[src/rtl/cpu_pkg.sv]
// Shared definitions for the 5-stage CPU: arbiter FSM encoding,
// error read-back pattern and load/store opcodes.
package cpu_pkg;

   typedef enum logic [1:0] {
      IDLE   = 2'd0,
      BUSY_D = 2'd1,
      BUSY_I = 2'd2
   } arb_state_t;

   localparam logic [31:0] ERR_DATA_DEF = 32'hDEADBEEF;

   localparam logic [6:0] LW = 7'b0000011;
   localparam logic [6:0] SW = 7'b0100011;

endpackage

[src/rtl/arb_timeout_counter.sv]
// Per-transaction wait counter; flags expiry on the TIMEOUT-th
// consecutive enabled cycle without a clear.
module arb_timeout_counter #(
   parameter int TIMEOUT = 16
) (
   input  logic clock,
   input  logic reset,
   input  logic clr,
   input  logic en,
   output logic expired
);

   localparam int CW = $clog2(TIMEOUT + 1);

   logic [CW-1:0] r_cnt;

   assign expired = en & (r_cnt == CW'(TIMEOUT - 1));

   always_ff @(posedge clock or negedge reset) begin
      if (!reset) begin
         r_cnt <= '0;
      end else if (clr) begin
         r_cnt <= '0;
      end else if (en) begin
         r_cnt <= r_cnt + 1'b1;
      end
   end

endmodule

[src/rtl/unified_mem_arbiter.sv]
// Arbitrates the single-ported unified memory between IF and MEM,
// generating the global stall and error pulses.
module unified_mem_arbiter
   import cpu_pkg::*;
#(
   parameter int          ADDR_W   = 10,
   parameter int          TIMEOUT  = 16,
   parameter logic [31:0] ERR_DATA = ERR_DATA_DEF
) (
   input  logic              clock,
   input  logic              reset,
   input  logic              if_req,
   input  logic [31:0]       if_addr,
   output logic [31:0]       if_rdata,
   output logic              if_valid,
   input  logic              flush,
   input  logic              dm_req,
   input  logic              dm_we,
   input  logic [31:0]       dm_addr,
   input  logic [31:0]       dm_wdata,
   output logic [31:0]       dm_rdata,
   output logic              dm_valid,
   output logic              stall,
   output logic              mem_req,
   output logic              mem_we,
   output logic [ADDR_W-1:0] mem_addr,
   output logic [31:0]       mem_wdata,
   input  logic [31:0]       mem_rdata,
   input  logic              mem_ack,
   output logic              err_misalign,
   output logic              err_timeout,
   output logic [31:0]       stall_cnt
);

   arb_state_t r_state, w_next;

   logic              r_if_done, r_dm_done, r_drop;
   logic [ADDR_W-1:0] r_addr;
   logic              r_we;
   logic [31:0]       r_wdata, r_if_rdata, r_dm_rdata;
   logic              r_err_mis, r_err_to;
   logic [31:0]       r_stall_cnt;

   logic w_busy, w_if_pend, w_dm_pend, w_stall, w_mis;
   logic w_start_d, w_start_i, w_mis_hit;
   logic w_expired, w_to, w_drop_now, w_clr;
   logic w_unused;

   assign w_unused = ^{if_addr[31:ADDR_W+2], if_addr[1:0],
                       dm_addr[31:ADDR_W+2]};

   assign w_busy     = (r_state != IDLE);
   assign w_if_pend  = if_req & ~r_if_done;
   assign w_dm_pend  = dm_req & ~r_dm_done;
   assign w_stall    = w_if_pend | w_dm_pend;
   assign w_mis      = (dm_addr[1:0] != 2'b00);
   assign w_to       = w_expired & ~mem_ack;
   assign w_drop_now = r_drop | flush;
   assign w_clr      = ~w_busy | mem_ack | w_expired;

   arb_timeout_counter #(
      .TIMEOUT (TIMEOUT)
   ) u_tmo (
      .clock   (clock),
      .reset   (reset),
      .clr     (w_clr),
      .en      (w_busy),
      .expired (w_expired)
   );

   assign stall        = w_stall;
   assign if_valid     = r_if_done;
   assign dm_valid     = r_dm_done;
   assign if_rdata     = r_if_rdata;
   assign dm_rdata     = r_dm_rdata;
   assign mem_req      = w_busy;
   assign mem_we       = (r_state == BUSY_D) & r_we;
   assign mem_addr     = r_addr;
   assign mem_wdata    = r_wdata;
   assign err_misalign = r_err_mis;
   assign err_timeout  = r_err_to;
   assign stall_cnt    = r_stall_cnt;

   always_ff @(posedge clock or negedge reset) begin
      if (!reset) begin
         r_state <= IDLE;
      end else begin
         r_state <= w_next;
      end
   end

   // Data side wins in IDLE: it belongs to the older instruction.
   always_comb begin
      w_next    = r_state;
      w_start_d = 1'b0;
      w_start_i = 1'b0;
      w_mis_hit = 1'b0;
      unique case (r_state)
         IDLE: begin
            if (w_dm_pend) begin
               if (w_mis) begin
                  w_mis_hit = 1'b1;
               end else begin
                  w_next    = BUSY_D;
                  w_start_d = 1'b1;
               end
            end else if (w_if_pend) begin
               w_next    = BUSY_I;
               w_start_i = 1'b1;
            end
         end
         BUSY_D: begin
            if (mem_ack) begin
               if (w_if_pend) begin
                  w_next    = BUSY_I;
                  w_start_i = 1'b1;
               end else begin
                  w_next = IDLE;
               end
            end else if (w_expired) begin
               w_next = IDLE;
            end
         end
         BUSY_I: begin
            if (mem_ack | w_expired) begin
               w_next = IDLE;
            end
         end
         default: w_next = IDLE;
      endcase
   end

   always_ff @(posedge clock or negedge reset) begin
      if (!reset) begin
         r_if_done   <= 1'b0;
         r_dm_done   <= 1'b0;
         r_drop      <= 1'b0;
         r_addr      <= '0;
         r_we        <= 1'b0;
         r_wdata     <= '0;
         r_if_rdata  <= '0;
         r_dm_rdata  <= '0;
         r_err_mis   <= 1'b0;
         r_err_to    <= 1'b0;
         r_stall_cnt <= '0;
      end else begin
         r_err_mis <= w_mis_hit;
         r_err_to  <= w_to;

         if (w_stall && r_stall_cnt != 32'hFFFF_FFFF) begin
            r_stall_cnt <= r_stall_cnt + 32'd1;
         end

         if (w_start_d) begin
            r_addr  <= dm_addr[ADDR_W+1:2];
            r_we    <= dm_we;
            r_wdata <= dm_wdata;
         end else if (w_start_i) begin
            r_addr <= if_addr[ADDR_W+1:2];
            r_we   <= 1'b0;
         end

         // A squashed fetch still runs to completion on the bus.
         if (r_state == BUSY_I) begin
            if (mem_ack | w_to) begin
               r_drop <= 1'b0;
            end else if (flush) begin
               r_drop <= 1'b1;
            end
         end else begin
            r_drop <= 1'b0;
         end

         if (!w_stall) begin
            r_if_done <= 1'b0;
         end
         if (flush) begin
            r_if_done <= 1'b0;
         end
         if (r_state == BUSY_I && (mem_ack | w_to) && !w_drop_now) begin
            r_if_done  <= 1'b1;
            r_if_rdata <= mem_ack ? mem_rdata : ERR_DATA;
         end

         if (!w_stall) begin
            r_dm_done <= 1'b0;
         end
         if (w_mis_hit) begin
            r_dm_done  <= 1'b1;
            r_dm_rdata <= ERR_DATA;
         end
         if (r_state == BUSY_D && (mem_ack | w_to)) begin
            r_dm_done <= 1'b1;
            if (w_to) begin
               r_dm_rdata <= ERR_DATA;
            end else if (!r_we) begin
               r_dm_rdata <= mem_rdata;
            end
         end
      end
   end

endmodule
[config.mk]
export PLATFORM = sky130hd
export DESIGN_NAME = unified_mem_arbiter
export DESIGN_NICKNAME = d
export VERILOG_FILES = /design/src/rtl/cpu_pkg.sv /design/src/rtl/arb_timeout_counter.sv /design/src/rtl/unified_mem_arbiter.sv
export SDC_FILE = /design/constraint.sdc
export NUM_CORES = 1
export LEC_CHECK = 0
export ABC_AREA = 1
export BUFFER_PORTS_ARGS = -buffer_cell sky130_fd_sc_hd__buf_2
export CAP_MARGIN = 20
export CORE_UTILIZATION = 45
export CTS_BUF_LIST = sky130_fd_sc_hd__clkbuf_4
export DETAILED_ROUTE_END_ITERATION = 7
export PLACE_DENSITY = 0.77
export SLEW_MARGIN = 20
export SYNTH_ARGS = -nofsm -noshare
export SYNTH_HDL_FRONTEND = slang
export SYNTH_HIERARCHICAL = 1
export SYNTH_SLANG_ARGS = --single-unit
[constraint.sdc]
create_clock -name clock -period 1.8 [get_ports clock]
set_input_delay 0.54 -clock clock [delete_from_list [all_inputs] [get_ports clock]]
set_output_delay 0.54 -clock clock [all_outputs]
set_load 0.01 [all_outputs]
==> reports/results.txt <==
status - finished with violations
failing checks - setup timing
DRT Wirelength - 21.1 mm
first-pass GRT wire length - 31.6 mm
slowest CP cell - dfrtp_1
Seq/Total Area, Yosys - 0.546
Net Count, Synth - 940
P per Cell Area - 1300 nW/um2
fin area - 10100 um2
EDFF count, synth - 0
period utilization - 1.12
Port Buffers - 237
Routed Antenna Nets - 0
Post-DP Area - 8650 um2
# rows - 44
DIE AREA - 15900 um2
CP Data Arrival Time - 2.46 ns
LEAKAGE - 4.89 nW
largest net degree at the start of global routing - 66
TritonCTS clock tree - yes
CTS H-tree depth - 4
Synth Instances - 802
Top FF cell, synth - dfrtp_1
Netlist cell types - 31
CP required - 2.24 ns
DP HPWL - 13.5 mm
drt wl/cell - 16.1 um
clock skew - 0.0190 ns
DRC viols - 0
Mean Syn Cell Area - 8.64 um2
Max Fclk - 0.496 GHz
fraction of layout cells with a size suffix above 1 - 0.452
CTS Buf Count - 17
top-level port count - 280
mapped cell area - 6930 um2
Setup CP Type - flop to flop
total power - 13.1 mW
core area - 14800 um2
post-route non-filler standard cell count - 1308
final slew viol count - 0
maximum VDD drop - 923 uV
critical path endpoint category - flop
drt pass-1 iters - 7
PnR worst setup slack - -0.216 ns
fill count - 1169
root buffer cell - clkbuf_4
hold slack final - 0.186 ns
Vert. Die Dim - 126 um
worst hold path class - input pin to flop
total gr overflow - 0
Die Wd - 126 um
# clock sinks - 151
CP Max Fanout - 16
DRT iter0 DRCs - 426
MaxCap Viol Count - 0
Max Buffers Root-to-Sink - 2
setup violators final - 70
synthesis-stage register bit count - 151
Initial Util - 0.469
Clk Latency, worst-skew pair - 0.55 ns
final net count - 1248
Worst-path clk slew - 0.13 ns
initial antenna violation count - 2
Area growth syn-to-layout - 45.6%
RD Place Congestion - 0.947
Tmin final - 2.02 ns
ys async rst share - 1.00
dpl cells - 1241
Yosys warning count - 6
Fin. Hold Viols - 0
RSZ-0062 raised after global routing - true
worst-path cell chain - ha_2, nand2_1, nor2_1, ha_2, nand2_2, inv_2, nor2_4, buf_6, nor3_4, nand2_4, clkbuf_16, nand2_1, o21ai_0
worst slew pin tran - 0.356 ns
dpl ws - -0.149 ns
All-Layer GR Usage - 0.253
via count - 6741
Rel. slew slack - 0.763
Setup crit start kind - flop
Vias per Instance - 5.15
Slowest Stage Delay on Critical Path - 0.38 ns
number of global-route vias before repair - 6462
-- cells by family (layout without fill, tap and decap cells) --
| family | Yosys count | in the layout | synth area share |
|---|---|---|---|
| adders and majority gates | 3 | 3 | 0.00542 |
| DFF | 151 | 151 | 0.546 |
| muxes | 32 | 32 | 0.0520 |
| AOI/OAI and AO/OA | 101 | 101 | 0.0790 |
| buffers and inverters | 88 | 409 | 0.0529 |
| xor gates and xnor gates | 8 | 8 | 0.0101 |
| and+or+nand+nor | 419 | 419 | 0.255 |
| other | 0 | 1 | 0 |
-- synth_stat cells (all sizes together), types with 2 or more instances --
cell    count  area share
nand2     260        0.15
dfrtp     151        0.55
nor2      111       0.068
inv        60       0.033
o21ai      52       0.038
mux2       32       0.052
nand3      30       0.022
o22ai      24       0.022
a21oi      22       0.016
buf        18       0.015
clkbuf      9      0.0049
nand4       9       0.010
xnor2       8       0.010
nand3b      6      0.0065
ha          3      0.0054
nor3        3      0.0022
a22oi       2      0.0022
-- timing repair --
action,in CTS,in global routing
pin swaps,22,13
gates cloned,4,8
setup endpoints to repair,81,156
hold buffers,1,0
hold endpoints to repair,31,0
resized for setup,85,106
buffers inserted,22,12
-- sequential cells by signal (all words and copies together), names as in the netlist --
signal        count
if_valid          1
r_drop            1
u_tmo/r_cnt       5
r_state           2
r_we              1
mem_addr         10
err_timeout       1
dm_rdata         32
err_misalign      1
mem_wdata        32
if_rdata         32
stall_cnt        32
dm_valid          1
-- where the power goes --
part / leakage, nW / internal, mW / switching (mW)
combinational: 2.94 / 2.74 / 2.83
sequential: 1.81 / 4.57 / 0.835
clock: 0.137 / 0.862 / 1.24
-- cell usage in the layout (no fill, tap or decap), types with 8 or more instances in the layout --
cell and n:
a21oi_1 11, inv_1 51, nand2_1 229, buf_4 39, nand2_2 15, nand4_1 8, nor2_1 94, nand3_1 27
buf_2 229, dfrtp_2 18, dfrtp_1 133, nor2_4 10, nand2_4 15, a21oi_2 11, xnor2_1 8, buf_12 13
buf_6 20, o22ai_2 20, o21ai_0 33, clkbuf_4 20, mux2_2 31, o21ai_2 12
-- area by class of cell --
type,count,area [um2],area share
clock buffer,20,150,0.0149
antenna,1,2.50,0.000248
multi-input combinational,563,3260,0.323
timing repair buffer,316,2260,0.225
inverter,61,251,0.0249
clock inverter,12,128,0.0127
tap,184,230,0.0228
sequential,151,3800,0.377
-- layer usage --
layer | vias to the layer above | global-route usage | share of wire
met4 | 2 | 0.118 | 0.030
met1 | 3222 | 0.311 | 0.41
met2 | 265 | 0.424 | 0.51
li1 | 3203 | - | -
met3 | 49 | 0.0569 | 0.054
met5 | - | 0 | 0.00047
-- metrics by stage --
step	utilization	setup TNS (ns)
after floorplan	-	0
after global placement	0.586	-3.83
after detailed placement	0.586	-9.63
after CTS	0.646	-13.37
after global routing	0.684	-18.76
final	0.684	-10.13
-- critical path, delay by kind of cell, from the launching register on --
family          cells  cell delay [ns]
compound gates      1             0.08
buf+inv             3             0.42
simple gates        7             0.64
fa+ha+maj           2             0.38
flops               1             0.38
-- final timing paths --
path                       slack [ns]                       to  depth (start not counted)                        from
setup / recovery                -0.22  if_rdata[5]$_DFFE_PN0P_                         13  u_tmo/r_cnt[0]$_DFFE_PN0P_
hold / removal                   0.19     if_valid$_DFFE_PN0P_                          2                       flush
setup reg to reg                -0.22  if_rdata[5]$_DFFE_PN0P_                         13  u_tmo/r_cnt[0]$_DFFE_PN0P_
hold reg to reg                  0.49  if_rdata[7]$_DFFE_PN0P_                          2     if_rdata[7]$_DFFE_PN0P_
max in group asynchronous        0.79   r_state[1]$_DFFE_PN0P_                          3                       reset
min in group asynchronous        0.44   dm_rdata[10]$_DFF_PN0_                          2                       reset
(Power assumes the default switching activity.)
